<file path="src/rtl/handshake_tx_fifo.sv">
// rtl/handshake_tx_fifo.sv - FIFO-fed transmit side of a four-phase rdy/ack handshake
//
// Words are queued in a DEPTH-entry FIFO and sent one at a time on o_t_rdy/o_t_data.
// The asynchronous receiver ack is synchronised through SYNC_STAGES flops (ack_s).
// Optional macro HANDSHAKE_TX_TIMEOUT_EN adds an ack timeout that aborts a stalled word.
//
// Ports:
//   i_tclk        clock
//   i_trst        synchronous active-high reset
//   i_t_data      word to queue
//   i_data_avail  push strobe, accepted when o_full=0
//   o_full        FIFO full, pushes ignored
//   o_level       FIFO occupancy, excluding the word in flight
//   i_r_ack       receiver ack, asynchronous to i_tclk
//   o_t_data      word on the handshake bus (0 when o_t_rdy=0)
//   o_t_rdy       registered request
//   o_busy        FSM not IDLE or FIFO not empty
//   o_timeout     one-cycle abort pulse (constant 0 without HANDSHAKE_TX_TIMEOUT_EN)

module handshake_tx_fifo #(
  parameter int DW          = 32,
  parameter int DEPTH       = 4,
  parameter int SYNC_STAGES = 2,
  parameter int TIMEOUT_CYC = 1024
) (
  input  logic                         i_tclk,
  input  logic                         i_trst,
  input  logic [DW-1:0]                i_t_data,
  input  logic                         i_data_avail,
  output logic                         o_full,
  output logic [$clog2(DEPTH+1)-1:0]   o_level,
  input  logic                         i_r_ack,
  output logic [DW-1:0]                o_t_data,
  output logic                         o_t_rdy,
  output logic                         o_busy,
  output logic                         o_timeout
);

  localparam int AW = $clog2(DEPTH);
  localparam int LW = $clog2(DEPTH+1);
  localparam logic [LW-1:0] LEVEL_FULL = LW'(DEPTH);

  if (DW < 1 || DEPTH < 2 || (DEPTH & (DEPTH - 1)) != 0 || SYNC_STAGES < 2 || TIMEOUT_CYC < 2)
  begin : g_param_check
    $error("handshake_tx_fifo: illegal parameter set");
  end

  typedef enum logic [1:0] {
    ST_IDLE          = 2'd0,
    ST_ASSERT        = 2'd1,
    ST_WAIT_DEASSERT = 2'd2
  } state_t;

  state_t state, state_next;

  logic [SYNC_STAGES-1:0] ack_sync;
  logic                   ack_s;

  logic [DW-1:0] mem [DEPTH];
  logic [AW-1:0] wr_ptr, rd_ptr;
  logic [LW-1:0] level_next;

  logic push, pop, load, clr, rdy_next;

`ifdef HANDSHAKE_TX_TIMEOUT_EN
  localparam int CW = $clog2(TIMEOUT_CYC+1);
  localparam logic [CW-1:0] TO_LAST = CW'(TIMEOUT_CYC - 1);
  logic [CW-1:0] to_cnt;
  logic          to_fire;
`endif

  assign ack_s = ack_sync[SYNC_STAGES-1];

  // o_full is the registered flag, so a full FIFO refuses a push even while it pops.
  assign push = i_data_avail && !o_full;

  always_comb begin
    state_next = state;
    pop        = 1'b0;
    load       = 1'b0;
    clr        = 1'b0;
    rdy_next   = o_t_rdy;
`ifdef HANDSHAKE_TX_TIMEOUT_EN
    to_fire    = 1'b0;
`endif
    case (state)
      ST_IDLE: begin
        rdy_next = 1'b0;
        // A stale ack from the previous handshake must drain before a new request.
        if (o_level != '0 && !ack_s) begin
          pop        = 1'b1;
          load       = 1'b1;
          rdy_next   = 1'b1;
          state_next = ST_ASSERT;
        end
      end
      ST_ASSERT: begin
        rdy_next = 1'b1;
        if (ack_s) begin
          rdy_next   = 1'b0;
          clr        = 1'b1;
          state_next = ST_WAIT_DEASSERT;
        end
`ifdef HANDSHAKE_TX_TIMEOUT_EN
        // Ack takes priority over expiry in the same cycle.
        else if (to_cnt == TO_LAST) begin
          rdy_next   = 1'b0;
          clr        = 1'b1;
          to_fire    = 1'b1;
          state_next = ST_WAIT_DEASSERT;
        end
`endif
      end
      ST_WAIT_DEASSERT: begin
        rdy_next = 1'b0;
        if (!ack_s) begin
          if (o_level != '0) begin
            pop        = 1'b1;
            load       = 1'b1;
            rdy_next   = 1'b1;
            state_next = ST_ASSERT;
          end else begin
            state_next = ST_IDLE;
          end
        end
      end
      default: begin
        rdy_next   = 1'b0;
        clr        = 1'b1;
        state_next = ST_IDLE;
      end
    endcase
  end

  always_comb begin
    level_next = o_level;
    case ({push, pop})
      2'b10:   level_next = o_level + LW'(1);
      2'b01:   level_next = o_level - LW'(1);
      default: level_next = o_level;
    endcase
  end

  always_ff @(posedge i_tclk) begin
    if (i_trst) begin
      ack_sync  <= '0;
      state     <= ST_IDLE;
      wr_ptr    <= '0;
      rd_ptr    <= '0;
      o_level   <= '0;
      o_full    <= 1'b0;
      o_busy    <= 1'b0;
      o_t_rdy   <= 1'b0;
      o_t_data  <= '0;
      o_timeout <= 1'b0;
      for (int i = 0; i < DEPTH; i++) begin
        mem[i] <= '0;
      end
    end else begin
      ack_sync <= {ack_sync[SYNC_STAGES-2:0], i_r_ack};
      state    <= state_next;
      if (push) begin
        mem[wr_ptr] <= i_t_data;
        wr_ptr      <= wr_ptr + AW'(1);
      end
      if (pop) begin
        rd_ptr <= rd_ptr + AW'(1);
      end
      o_level <= level_next;
      o_full  <= (level_next == LEVEL_FULL);
      o_busy  <= (state_next != ST_IDLE) || (level_next != '0);
      o_t_rdy <= rdy_next;
      if (load) begin
        o_t_data <= mem[rd_ptr];
      end else if (clr) begin
        o_t_data <= '0;
      end
`ifdef HANDSHAKE_TX_TIMEOUT_EN
      o_timeout <= to_fire;
`else
      o_timeout <= 1'b0;
`endif
    end
  end

`ifdef HANDSHAKE_TX_TIMEOUT_EN
  always_ff @(posedge i_tclk) begin
    if (i_trst) begin
      to_cnt <= '0;
    end else if (state_next == ST_ASSERT && state != ST_ASSERT) begin
      to_cnt <= '0;
    end else if (state == ST_ASSERT && !ack_s) begin
      to_cnt <= to_cnt + CW'(1);
    end
  end
`endif

endmodule

</file>
<file path="config.mk">
export PLATFORM = sky130hd
export DESIGN_NAME = handshake_tx_fifo
export DESIGN_NICKNAME = d
export VERILOG_FILES = /design/src/rtl/handshake_tx_fifo.sv
export SDC_FILE = /design/constraint.sdc
export NUM_CORES = 1
export LEC_CHECK = 0
export ABC_AREA = 0
export BUFFER_PORTS_ARGS = -buffer_cell sky130_fd_sc_hd__buf_2
export CORE_UTILIZATION = 60
export DETAILED_ROUTE_END_ITERATION = 10
export GPL_TIMING_DRIVEN = 0
export PLACE_DENSITY_LB_ADDON = 0.12
export SLEW_MARGIN = 0
export SYNTH_ARGS = -nofsm -noshare
export SYNTH_HDL_FRONTEND = slang
export SYNTH_SLANG_ARGS = --single-unit
</file>
<file path="constraint.sdc">
create_clock -name i_tclk -period 7.3 [get_ports i_tclk]
set_clock_uncertainty 0.05 [all_clocks]
set_input_delay 0.365 -clock i_tclk [delete_from_list [all_inputs] [get_ports i_tclk]]
set_output_delay 0.365 -clock i_tclk [all_outputs]
set_load 0.02 [all_outputs]
</file>
After elaboration in Yosys (flattened, before gate mapping)
Memories as Yosys holds them, arrays and structs flattened. A register that Yosys moved wholly into a read port is not among the register bits. Index checks and enable logic that the tools add are counted.

Bits in registers: 46. Memory bits (writable): 128. Input bits: 36. Output and inout bits: 39. Logic and storage cells: 57. Memories kept: 1.

Add/sub/neg operators: 4. Eq/ne operators: 5. Muxes and demuxes: 26. Reductions and logical operators: 12.

Memory list: mem (depth 4, bits a word 32, rd ports 1, clocked after Yosys merged registers in 1, wr ports 4, RTL line 59) `logic [DW-1:0] mem [DEPTH];`.

Operator list (count): $mux W32 (3); $reduce_or A32 Y1 (1); $mux W1 (12); $mux W2 (6); $pmux W2 S3 (1); $pmux W3 S2 (1); $reduce_bool A3 Y1 (2); $add A2 B1 Y2 const B (2); $eq A2 B1 Y1 const B (2); $eq A2 B2 Y1 const B (2); $pmux W1 S2 (2); $reduce_bool A2 Y1 (2); $add A3 B1 Y3 const B (1); $eq A3 B3 Y1 const B (1); $pmux W1 S3 (1); $sub A3 B1 Y3 const B (1); $logic_and A1 B1 Y1 (2); $logic_not A1 Y1 (2); $logic_not A2 Y1 (1); $reduce_or A2 Y1 (1); $logic_or A1 B1 Y1 (1).

Logic depth before layout (Yosys ltp)
Depth after elaboration: 8. Gate-level depth with buffers: 10. Gate-level depth less buffers: 9.

Worst setup path after synthesis
Ideal clock, no wire load.

Path type: register to register. From: register o_full. To: memory mem[2][0] (enable). Library setup time: 470 ps. Arrival time: 3183 ps. Data required time: 6780 ps. Slack: 3598 ps. Cell stages (with the launch flop): 5. Buffers on the path: 1. Period minus slack after synthesis: 3702 ps. Cells stage by stage: dfxtp_1 -> nor2b_1 -> clkbuf_2 -> inv_1 -> o31ai_1.

RTL lines: from (decl) (RTL line 30) `output logic o_full,`; from (signal assigned) (RTL line 170) `o_full <= (level_next == LEVEL_FULL);`; to (decl) (RTL line 59).

Worst setup path after layout
From: register o_level[0]. To: register o_busy.

Cells in the longest elaborated chain, start to end: 8. Elaborated cells between the ends (all ways): 18. Classes of those cells: add/sub: 2; eq/ne: 2; mux: 9; reduce/logical: 5.

RTL lines: from (decl) (RTL line 31) `output logic [$clog2(DEPTH+1)-1:0] o_level,`; from (signal assigned) (RTL line 169) `o_level <= level_next;`; $reduce_bool A3 Y1 * (RTL line 90, 117); $mux W1 / $logic_and A1 B1 Y1 (equally long branches); $mux W1 (on tied branches); $pmux W1 S2 *; net load (RTL line 63) `logic push, pop, load, clr, rdy_next;`; $eq A2 B1 Y1 / $eq A2 B2 Y1 (equally long branches) (RTL line 137) `case ({push, pop})`; $pmux W3 S2 * (RTL line 137); $reduce_bool A3 Y1 * (RTL line 171) `o_busy <= (state_next != ST_IDLE) || (level_next != '0);`; $logic_or A1 B1 Y1 * (RTL line 171); to (signal assigned) (RTL line 171); to (decl) (RTL line 35) `output logic o_busy,`.

Mark *: on every way through the listed nets, which the timed path passes. The rest lies on a longest branch. A chain may end at the register's enable or synchronous reset.

==> key figures <==
Worst hold path
  • Worst hold start: i_r_ack
  • WHS Path Cells: 2
  • Worst Hold End: ack_sync[0]
  • Hold Path Class: in2reg

Worst setup path
  • Critical-path cell list: nor3_4, nor3_4, ha_1, inv_1, fa_1, nor2b_1, a21oi_1, a211oi_1, nand2_1
  • Setup crit start kind: flop
  • Req. time, crit path: 7.55 ns
  • Reg2reg path depth: 9
  • Crit path max fanout: 7
  • Worst reg2reg path endpoint: o_busy
  • Setup slack, reg-to-reg: 4.85 ns
  • Slowest CP cell: dfxtp_1
  • Worst setup EP type: flop
  • Worst Path Arrival: 2.70 ns
  • Slowest stage delay, CP: 0.50 ns
  • Critical path class: reg2reg
  • CP most frequent cell: nor3_4
  • Reg-to-Reg Start: o_level[0]

STA
  • Worst setup margin: 4.853 ns
  • Setup TNS: 0 ns
  • Final setup fails: 0
  • Final Critical Period: 2.447 ns
  • Endpoints failing hold: 0
  • Achievable frequency: 408.7 MHz
  • Worst-Margin Slew: 0.9478 ns
  • RSZ-0062 raised after global routing: false
  • Slew Limit Fails: 0
  • Rel. slew slack: 0.3682
  • Period utilization: 0.3351

Synthesis
  • Post-Syn Area: 7236 sq um
  • Post-synthesis async set-or-reset flop share: 0
  • Number of synthesized flops with an enable pin: 128
  • Yosys reg bits: 176
  • Post-Synth XOR/XNOR Area: 0.007263
  • Simple-Gate Fraction of Synth Area: 0.1428
  • Ys Warns: 0
  • Synthesized Nets: 498
  • Area share of fa/ha/maj cells after synthesis: 0.004496
  • Share of the synthesized area in the top cell type: 0.5312
  • Yosys top cell by area: edfxtp_1
  • Sequential element share of the synthesized area: 0.6640
  • Main combinational cell family by area after synthesis: simple AND/OR/NAND/NOR gates
  • Most used DFF post-synth: edfxtp_1
  • Complex-gate fraction of the synthesized area: 0.04876
  • Synth top area cells: edfxtp_1 (53%), dfxtp_1 (13%), mux4_2 (10%), and2_1 (8.3%), a22o_1 (3.8%)
  • Mux share of post-synthesis cell area: 0.1010
  • Mapped Cells: 460
  • Synth cell types: 40
  • Avg Cell Area, Syn: 15.73 sq um

Placement
  • Setup WS pre-CTS: 4.743 ns
  • PortBufs: 73
  • Area after DPL: 7899 sq um
  • Post-DP HPWL: 8944 microns
  • Placer Congestion: 0.7426

Global route
  • First-pass GRT wire length: 22980 microns
  • Vias in the first global route: 4382
  • Busiest grt layer: met2
  • GRT Total Usage: 0.2514
  • Met1 usage: 0.3080
  • GR Overflow Total: 0
  • Global Route met3 Usage: 0.05280
  • Largest net degree at the start of global routing: 33
  • Initial antenna violation count: 0
  • Met2 Track Usage GR: 0.4402

Power
  • Part of the power in registers: 0.440
  • Static Leak: 0.003428 uW
  • Peak supply drop: 0.2129 mV
  • Overall power: 2935 uW
  • Power Dens Cells: 345.2 nW/um^2
  • Clk pwr share: 0.316
  • Internal power: 2117 uW
  • Comb pwr share: 0.244
  • Sw Ratio: 0.2788
  • NetSw: 818.3 uW

Clock network
  • Cts hold-fix bufs: 0
  • Buffer count from post-CTS setup fixing: 0
  • Clock buffer count from CTS: 17
  • H-tree levels: 4
  • Clock Sinks: 176
  • CTS resizes: 0
  • Clk root buf: clkbuf_16
  • Worst skew pair latency: 0.42 ns
  • Clk slew on worst S/H paths: 0.06 ns
  • Clock Path Buffers: 2
  • CTS tree: yes

Detailed routing
  • Antenna viol nets, final: 0
  • Via count: 4105
  • Wire length per cell: 20.00 microns
  • First-pass DRT Iterations: 7
  • Post-Route WL: 14240 microns
  • DR iter-0 viols: 259
  • DRC: 5
  • Via density: 5.765

Die
  • Chip width: 111.8 microns
  • FP Rows: 39
  • Die area: 12500 sq um
  • Chip height: 111.8 microns
  • Core area: 11560 sq um
  • IO Count: 75
  • Initial cell density of the core: 0.6257

Finish
  • Share of cells above drive strength 1: 0.3023
  • Post-Route Utilization: 0.7352
  • Nets@finish: 594
  • Count of inserted antenna diode cells: 0
  • Area occupied by multi-input gates: 2242 sq um
  • Commonest non-fill, non-tap cell in the layout: edfxtp_1
  • Post-route cell area: 8502 sq um
  • Commonest cells after routing, fill and taps aside: edfxtp_1 (128), and2_1 (96), buf_2 (77)
  • Fillers: 758
  • Seq. cell area: 4805 sq um
  • Layout area overhead: 17.50%

Status
  • Status: finished with violations
  • Failing checks: DRC

Job
  • Max-cap violations: 0
==> stage by stage <==
step	std cells	hold WS (ns)
floorplan	460	0.3638
global placement	676	0.3726
detailed placement	680	0.3782
CTS	712	0.09753
global route	712	0.1568
finish	712	0.1061
==> synth_stat cells (5+ instances only) <==
| cell type | n |
|---|---|
| edfxtp_1 | 128 |
| and2_1 | 96 |
| dfxtp_1 | 48 |
| and3_1 | 32 |
| mux4_2 | 32 |
| a22o_1 | 31 |
| clkbuf_1 | 12 |
| clkbuf_2 | 8 |
| nor2_1 | 8 |
| buf_6 | 7 |
| inv_1 | 7 |
| nand2_1 | 5 |
| nor2b_1 | 5 |
==> area by class of cell <==
class                           instances  area share
Timing Repair Buffer                   77     0.05269
Clock buffer                           20     0.05136
Tap cell                              143     0.02104
Sequential cell                       176      0.5651
Clock inverter                         12     0.01957
Inverter                                8    0.003532
Multi-Input combinational cell        243      0.2637
Buffer                                 33     0.02296
==> worst max path at each step <==
stage,start,to,slack (ns)
2_1_floorplan,o_full,mem[2][0],3.60
3_3_place_gp,i_data_avail,mem[2][17],1.44
3_5_place_dp,i_data_avail,o_busy,4.74
4_1_cts,o_level[0],o_busy,4.85
5_1_grt,o_level[0],o_busy,4.69
6_report,o_level[0],o_busy,4.85
==> kinds of logic after synthesis <==
| group | after synthesis |
|---|---|
| fa+ha+maj | 2 |
| xor+xnor | 6 |
| mux | 33 |
| buf+inv | 41 |
| flops | 176 |
| other cells | 1 |
| compound gates | 42 |
| simple gates | 159 |
==> critical path, delay by kind of cell (launching register included) <==
family,cells,cell delay [ns]
compound gates,2,0.40
fa+ha+maj,2,0.74
buf+inv,1,0.07
flops,1,0.50
simple gates,4,0.58
==> power by group through the flow <==
| stage | sequential (uW) | clock, uW | combinational [uW] |
|---|---|---|---|
| after floorplan | 1370 | 0 | 448 |
| after global routing | 1310 | 974 | 778 |
| after CTS | 1290 | 933 | 727 |
| final | 1290 | 928 | 715 |
| after global placement | 1310 | 0 | 697 |
| after detailed placement | 1310 | 0 | 724 |
==> state kept, by name (all words and copies together), names as in the netlist, named ones only <==
signal / flops
mem: 128
state: 2
wr_ptr: 2
o_busy: 1
o_t_rdy: 1
rd_ptr: 2
o_full: 1
o_level: 3
o_t_data: 32
ack_sync: 2
==> routing by layer <==
metal | vias to the layer above | wire length [microns]
met5 | - | 0
met4 | 0 | 211
met3 | 16 | 754
met2 | 105 | 7499
met1 | 2071 | 5772
li1 | 1913 | -
Power figures use the tool's default switching activity.
